--- src/rtl/regfilereader_pkg.sv ---
// Shared decode helpers and widths for the regfile read/write stages.
// Instruction field extraction and PC-as-operand substitution.
package regfilereader_pkg;

  localparam int BIT_WIDTH      = 32;
  localparam int REG_COUNT_L2   = 4;
  localparam int REG_PC_INDEX   = 15;
  localparam int PC_READ_OFFSET = 8;

  typedef logic [BIT_WIDTH-1:0]    word_t;
  typedef logic [REG_COUNT_L2-1:0] reg_t;

  typedef enum logic [1:0] {
    FMT_DP,
    FMT_MUL,
    FMT_SDT,
    FMT_OTHER
  } fmt_e;

  function automatic fmt_e decode_format(word_t inst);
    logic is_mul;
    logic is_dp;
    logic is_sdt;
    fmt_e f;
    // multiply shares the DP opcode space, so carve it out first
    is_mul = (inst[27:22] == 6'b0) && (inst[7:4] == 4'b1001);
    is_dp  = (inst[27:26] == 2'b00) && !is_mul;
    is_sdt = (inst[27:26] == 2'b01);
    f = FMT_OTHER;
    unique case (1'b1)
      is_mul:  f = FMT_MUL;
      is_dp:   f = FMT_DP;
      is_sdt:  f = FMT_SDT;
      default: f = FMT_OTHER;
    endcase
    return f;
  endfunction

  function automatic reg_t decode_Rn(word_t inst);
    return inst[19:16];
  endfunction

  function automatic reg_t decode_Rd(word_t inst);
    return inst[15:12];
  endfunction

  function automatic reg_t decode_Rs(word_t inst);
    return inst[11:8];
  endfunction

  function automatic reg_t decode_Rm(word_t inst);
    return inst[3:0];
  endfunction

  function automatic logic decode_is_store(word_t inst);
    return (decode_format(inst) == FMT_SDT) && !inst[20];
  endfunction

  function automatic logic decode_dp_reg_shift(word_t inst);
    return (decode_format(inst) == FMT_DP) && !inst[25] && inst[4];
  endfunction

  function automatic word_t pc_operand(reg_t addr, word_t value,
                                       word_t pc);
    word_t r;
    if (addr == reg_t'(REG_PC_INDEX))
      r = pc + word_t'(PC_READ_OFFSET);
    else
      r = value;
    return r;
  endfunction

endpackage

--- src/rtl/regfilereader_if.sv ---
// Two combinational regfile read ports.
// master = reader stage, slave = register file.
interface regfilereader_if;
  import regfilereader_pkg::*;

  reg_t  regfile_read_addr1;
  reg_t  regfile_read_addr2;
  word_t regfile_read_value1;
  word_t regfile_read_value2;

  modport master (
    output regfile_read_addr1,
    output regfile_read_addr2,
    input  regfile_read_value1,
    input  regfile_read_value2
  );

  modport slave (
    input  regfile_read_addr1,
    input  regfile_read_addr2,
    output regfile_read_value1,
    output regfile_read_value2
  );
endinterface

--- src/rtl/regfilereader.sv ---
// Operand-fetch stage: reads Rn/Rm, then Rs/Rd when needed,
// and hands registered operands to the executor.
module regfilereader
  import regfilereader_pkg::*;
(
  input  logic  clk,
  input  logic  nreset,
  input  logic  enable,
  output logic  ready,
  input  word_t pc,
  input  word_t decoder_inst,
  regfilereader_if.master rf,
  output word_t reader_inst,
  output word_t Rn_value,
  output word_t Rm_value,
  output word_t Rs_value,
  output word_t Rd_value
);

  typedef enum logic [1:0] {
    IDLE,
    READ_B,
    DONE
  } state_e;

  state_e state;
  state_e state_nxt;
  logic   need_second;
  word_t  op1;
  word_t  op2;

  assign need_second = decode_dp_reg_shift(decoder_inst)
                     || decode_is_store(decoder_inst);

  assign op1 = pc_operand(rf.regfile_read_addr1,
                          rf.regfile_read_value1, pc);
  assign op2 = pc_operand(rf.regfile_read_addr2,
                          rf.regfile_read_value2, pc);

  assign ready = (state == DONE);

  always_comb begin
    state_nxt             = state;
    rf.regfile_read_addr1 = '0;
    rf.regfile_read_addr2 = '0;
    unique case (state)
      IDLE: begin
        rf.regfile_read_addr1 = decode_Rn(decoder_inst);
        rf.regfile_read_addr2 = decode_Rm(decoder_inst);
        if (enable)
          state_nxt = need_second ? READ_B : DONE;
      end
      READ_B: begin
        rf.regfile_read_addr1 = decode_Rs(reader_inst);
        rf.regfile_read_addr2 = decode_Rd(reader_inst);
        state_nxt = enable ? DONE : IDLE;
      end
      DONE:    state_nxt = IDLE;
      default: state_nxt = IDLE;
    endcase
  end

  always_ff @(posedge clk) begin
    if (nreset)
      state <= IDLE;
    else
      state <= state_nxt;
  end

  always_ff @(posedge clk) begin
    if (nreset) begin
      reader_inst <= '0;
      Rn_value    <= '0;
      Rm_value    <= '0;
      Rs_value    <= '0;
      Rd_value    <= '0;
    end else if (state == IDLE && enable) begin
      reader_inst <= decoder_inst;
      Rn_value    <= op1;
      Rm_value    <= op2;
      Rs_value    <= '0;
      Rd_value    <= '0;
    end else if (state == READ_B && enable) begin
      Rs_value <= decode_dp_reg_shift(reader_inst) ? op1 : '0;
      Rd_value <= decode_is_store(reader_inst) ? op2 : '0;
    end
  end

endmodule

--- src/flat_wrapper.sv ---
// flat-port wrapper written by rule: the top's interface ports become plain ports
module regfilereader_flat import regfilereader_pkg::*;
  (clk, nreset, enable, ready, pc, decoder_inst, reader_inst, Rn_value, Rm_value, Rs_value, Rd_value, rf_regfile_read_addr1, rf_regfile_read_addr2, rf_regfile_read_value1, rf_regfile_read_value2);
  regfilereader_if rf_i ();
  input  logic clk;
  input  logic nreset;
  input  logic enable;
  output logic ready;
  input  word_t pc;
  input  word_t decoder_inst;
  output word_t reader_inst;
  output word_t Rn_value;
  output word_t Rm_value;
  output word_t Rs_value;
  output word_t Rd_value;
  output wire logic [$bits(rf_i.regfile_read_addr1)-1:0] rf_regfile_read_addr1;
  output wire logic [$bits(rf_i.regfile_read_addr2)-1:0] rf_regfile_read_addr2;
  input wire logic [$bits(rf_i.regfile_read_value1)-1:0] rf_regfile_read_value1;
  input wire logic [$bits(rf_i.regfile_read_value2)-1:0] rf_regfile_read_value2;
  assign rf_regfile_read_addr1 = rf_i.regfile_read_addr1;
  assign rf_regfile_read_addr2 = rf_i.regfile_read_addr2;
  assign rf_i.regfile_read_value1 = rf_regfile_read_value1;
  assign rf_i.regfile_read_value2 = rf_regfile_read_value2;
  regfilereader u_core (.clk(clk), .nreset(nreset), .enable(enable), .ready(ready), .pc(pc), .decoder_inst(decoder_inst), .rf(rf_i), .reader_inst(reader_inst), .Rn_value(Rn_value), .Rm_value(Rm_value), .Rs_value(Rs_value), .Rd_value(Rd_value));
endmodule
--- config.mk ---
export PLATFORM = sky130hd
export DESIGN_NAME = regfilereader_flat
export DESIGN_NICKNAME = d
export VERILOG_FILES = /design/src/rtl/regfilereader_pkg.sv /design/src/rtl/regfilereader_if.sv /design/src/rtl/regfilereader.sv /design/src/flat_wrapper.sv
export SDC_FILE = /design/constraint.sdc
export NUM_CORES = 1
export LEC_CHECK = 0
export ABC_AREA = 1
export CAP_MARGIN = 10
export CORE_MARGIN = 2
export CORE_UTILIZATION = 40
export CTS_BUF_LIST = sky130_fd_sc_hd__clkbuf_16
export DETAILED_ROUTE_END_ITERATION = 7
export PLACE_DENSITY = 0.78
export SLEW_MARGIN = 5
export SYNTH_ARGS = -nofsm -noshare
export SYNTH_HDL_FRONTEND = slang
export SYNTH_SLANG_ARGS = --single-unit
--- constraint.sdc ---
create_clock -name clk -period 2 [get_ports clk]
set_clock_uncertainty 0.05 [all_clocks]
set_input_delay 0.3 -clock clk [delete_from_list [all_inputs] [get_ports clk]]
set_output_delay 0.3 -clock clk [all_outputs]
set_load 0.005 [all_outputs]
Word level (Yosys, flattened, before mapping). Cells that the tools add are included.

Register bits after elaboration: 162. Latch bits: 0. Bits in writable memories: 0. Memory bits (read-only): 0. Input bits: 131. Output and inout port bits: 169. Logic and storage cells: 60. Memories kept: 0.

$add $sub $neg: 1. $mul: 0. Div/mod/pow operators: 0. Order comparisons: 0. Equality and inequality tests: 11. Shifts and indexed selects: 0. Mux-type cells: 15. Bitwise logic cells: 0. Reductions and logical operators: 27.

Operators with widths (number): two-way mux 32 bit (4); adder 32 x 4 -> 32 bit (second input constant) (1); equality test 4 bit (second input constant) (4); case mux 4 bit (2 select lines) (2); logical AND 1 bit (12); zero test 6 bit (2); two-way mux 2 bit (6); case mux 2 bit (3 select lines) (2); zero test 2 bit (5); equality test 2 x 1 -> 1 bit (second input constant) (3); equality test 2 bit (second input constant) (3); zero test 1 bit (6); case mux 2 bit (2 select lines) (1); != test 2 bit (second input constant) (1); OR reduction 2 bit (1); logical OR 1 bit (1).

Longest topological paths before layout.
Depth after elaboration: 12. Depth in mapped cells: 11. Depth with buffers taken out: 11.

Least setup slack after synthesis. No wires, ideal clock.

Path kind: reg2reg. Start point: register u_core.state[0]. End point: register u_core.Rs_value[17]. Library setup time: 132 ps. Data arrival time: 1440 ps. Data required time: 1818 ps. Slack: 378 ps. Stages on the path, launching flop included: 10. Buffers on the path: 2. Period minus slack after synthesis: 1622 ps. Path through: dfxtp_1 -> nand2_2 -> o21ai_1 -> nand2_1 -> nor2_4 -> buf_6 -> buf_4 -> nand2_1 -> nand3_1 -> a21oi_1.

Cells in the longest elaborated chain, start to end: 5. Elaborated cells between the ends (all ways): 9. Those cells by class: eq/ne (2); mux (3); reduce/logical (4).

RTL lines: from (decl) (line regfilereader.sv:26) `state_e state;`; from (signal assigned) (line regfilereader.sv:67) `state <= state_nxt;`; equality test 2 x 1 -> 1 bit / zero test 2 bit (equally long branches) (line regfilereader.sv:46) `unique case (state)`; case mux 4 bit (2 select lines) (*) (line regfilereader.sv:46); net rf_regfile_read_addr1[1] (line flat_wrapper.sv:16) `output wire logic [$bits(rf_i.regfile_read_addr1)-1:0] rf_regfile_read_addr1;`; equality test 4 bit (*) (line regfilereader_pkg.sv:66) `if (addr == reg_t'(REG_PC_INDEX))`; two-way mux 32 bit (*) (line regfilereader_pkg.sv:66); two-way mux 32 bit (*) (line regfilereader.sv:84) `Rs_value <= decode_dp_reg_shift(reader_inst) ? op1 : '0;`; to (signal assigned) (line regfilereader.sv:84); to (decl) (line regfilereader.sv:16) `output word_t Rs_value,`.

The timed path passes the listed nets; every way through them passes the cells marked *. A chain may end at the register's enable or synchronous reset.

Worst setup path in the final report.
Start point: register u_core.state[1]. End point: output port rf_regfile_read_addr1[3].

Cells in the longest elaborated chain, start to end: 2. Elaborated cells between the ends (all ways): 3. Those cells by class: eq/ne (1); mux (1); reduce/logical (1).

RTL lines (line): equality test 2 x 1 -> 1 bit / zero test 2 bit (equally long branches) (regfilereader.sv:46); case mux 4 bit (2 select lines) (*) (regfilereader.sv:46); to (decl) (flat_wrapper.sv:16).

Every way passes the cells marked *; elsewhere a longest branch is shown, timed or not.

==> flow_summary.yaml <==
die:
  core-area_um2: 17800
  die_y_um: 138
  io-pin-count: 300
  start_util_pct: 40.5
  die_w_um: 138
  rows: 49
  dieArea_um2: 19100
route:
  drt_pass1_iterations: 6
  ant_nets: 0
  routedWlPerCell_um: 16.8
  drt-total-wl_um: 26600
  initialDrtViolationCount: 581
  num_vias: 8098
  vias_per_cell: 5.12
  drc: 0
worst_setup_path:
  worstSetupEndpointType: "output pin"
  cp_max_fo: 5
  cp-start-kind: "register"
  critical_path_class: "register to output pin"
  crit_required_ns: 1.65
  critPathArrivalTime_ns: 1.61
pwr:
  peakVddDrop_mv: 0.584
  power_density_nw_per_um2: 691
  p_leak_uw: 0.00445
  power_uw: 7960
place:
  gp_congestion: 0.991
  post_dp_cell_area_um2: 10800
  pre_cts_ws_ns: -0.218
  dp_hpwl_um: 19000
  portBuffers: 299
timing:
  drv_slew: 0
  final-hold-violation-count: 0
  fmax_mhz: 511
  fin_crit_ns: 1.96
  rsz0062_at_grt: "true"
  slew-limit-headroom_pct: 74.8
  tightest_slew_ns: 0.377
  finalSetupViolCount: 0
  setup_tns_ns: 0
  period_share_pct: 97.8
  setup_slack_ns: 0.0438
final_layout:
  fillCellCount: 1556
  finish.net_count: 1472
  fin_area_um2: 11500
  mostFrequentLayoutCell: "nand2_1"
  final_cell_mix: "373 x nand2_1, 291 x clkdlybuf4s50_1, 160 x dfxtp_1, 84 x nand3_1, 64 x a21oi_1"
  drive_above_1_share_pct: 11.8
  diodes: 0
  syn2layout_area_growth_pct: 60.1
  fin_util_pct: 64.8
yosys:
  synth_area_leader_cell: "dfxtp_1"
  yosysUniqueCellTypes: 30
  avgSynthCellArea_um2: 7.11
  ys_top_cells_by_area: "dfxtp_1 45%, nand2_1 20%, nand3_1 5.8%"
  synth_warnings: 0
  synth.net_count: 1144
  ys_seq_area_share_pct: 45.1
  ys_ff_latch: 162
  synth_top_area_share_pct: 45.1
  synthCells: 1012
  syn_area_um2: 7190
cts:
  clk_latency_ns: 0.43
  path_clk_slew_ns: 0.07
  cts_buffer_depth: 2
  ctsHoldBuffers: 0
  htreeDepth: 4
  root_buffer: "clkbuf_16"
  cts_tree: "yes"
  cts_made_buffers: 17
  cts.sinks: 162
run_status:
  status: "completed"
grt:
  antenna_found_initial: 0
  grt_pass1_wl_um: 41300
  first_global_vias: 7717
  grt_max_degree: 66
  overflow: 0
  gr-usage-all-layers_pct: 26.9
job:
  cap_violations: 0
hold_path:
  hold_path.class: "input pin to register"
## critical path: stages (launching register included)
cell and delay (ns):
dfxtp_4 0.37, inv_4 0.08, nand2_8 0.07, buf_12 0.14, o21ai_2 0.15, buf_4 0.13
dlygate4sd2_1 0.23
## cell type report
type	instances	area [um^2]	area share, %
clock buffer	17	425	3.69
clock inverter	15	153	1.33
inverter	48	183	1.59
multi-input combinational	749	3590	31.2
sequential	162	3250	28.2
tap	229	287	2.49
timing repair buffer	362	3620	31.5
## state kept, by name, indices dropped and copies added (netlist names)
| signal | count |
|---|---|
| u_core.state | 2 |
| u_core.Rm_value | 32 |
| u_core.Rd_value | 32 |
| u_core.Rn_value | 32 |
| u_core.Rs_value | 32 |
| u_core.reader_inst | 32 |
## cells by family after synthesis
| group | count (synthesis) | synth area share [%] |
|---|---|---|
| AOI/OAI and AO/OA | 184 | 15.3 |
| xor gates and xnor gates | 13 | 1.58 |
| adders and majority gates | 1 | 0.174 |
| and+or+nand+nor | 550 | 31.7 |
| DFF | 162 | 45.1 |
| buffers and inverters | 102 | 6.16 |
## per-stage QoR
stage	std cells	hold WS [ns]
6_report	1582	0.384
5_1_grt	1582	0.415
4_1_cts	1578	0.378
3_5_place_dp	1544	0.390
3_3_place_gp	1544	0.387
2_1_floorplan	1012	0.363
## repair_timing
action,4_1_cts,5_1_grt
endpoints found under the setup margin,8,4
gates resized for setup,16,13
setup buffers,1,4
hold endpoints to repair,0,0
gates cloned,1,0
pin swaps,2,2
## Yosys cell counts
| cell | count |
|---|---|
| a21oi_1 | 65 |
| a22o_1 | 17 |
| buf_1 | 8 |
| buf_2 | 15 |
| buf_4 | 5 |
| buf_6 | 3 |
| clkbuf_1 | 23 |
| dfxtp_1 | 162 |
| ha_1 | 1 |
| inv_1 | 46 |
| inv_2 | 2 |
| nand2_1 | 377 |
| nand2_2 | 1 |
| nand3_1 | 84 |
| nand3b_1 | 4 |
| nand4_1 | 1 |
| nor2_1 | 50 |
| nor2_2 | 2 |
| nor2_4 | 3 |
| nor3_1 | 5 |
| o211ai_1 | 16 |
| o211ai_2 | 9 |
| o21ai_0 | 38 |
| o21ai_1 | 36 |
| o21ai_2 | 1 |
| o21bai_1 | 1 |
| o22ai_1 | 1 |
| or2_2 | 23 |
| xnor2_1 | 7 |
| xor2_1 | 6 |
## routing by layer
layer / track usage, % / routed length, um / up-vias
li1: - / - / 3959
met1: 34.7 / 11300 / 3720
met2: 43.2 / 12200 / 359
met3: 6.41 / 2240 / 60
met4: 11.4 / 928 / 0
met5: 0 / 0 / -
## worst paths after layout
path / start / end / slack (ns) / cells past startpoint
worst max register to register: u_core.state[1]$_SDFFE_PP0P_ / u_core.Rs_value[31]$_SDFFE_PP0P_ / 0.07 / 12
worst max-delay path: u_core.state[1]$_SDFFE_PP0P_ / rf_regfile_read_addr1[3] / 0.04 / 6
worst min-delay path: decoder_inst[11] / u_core.reader_inst[11]$_SDFFE_PP0P_ / 0.38 / 3
worst min register to register: u_core.Rm_value[2]$_SDFFE_PP0P_ / u_core.Rm_value[2]$_SDFFE_PP0P_ / 0.40 / 2
## where the power goes
group | internal, uW | switching [uW] | leakage [uW]
clock network | 1750 | 1470 | 0.000285
registers | 3370 | 84.9 | 0.00132
logic | 721 | 564 | 0.00284
total | 5850 | 2120 | 0.00445
Power figures use the tool's default switching activity.
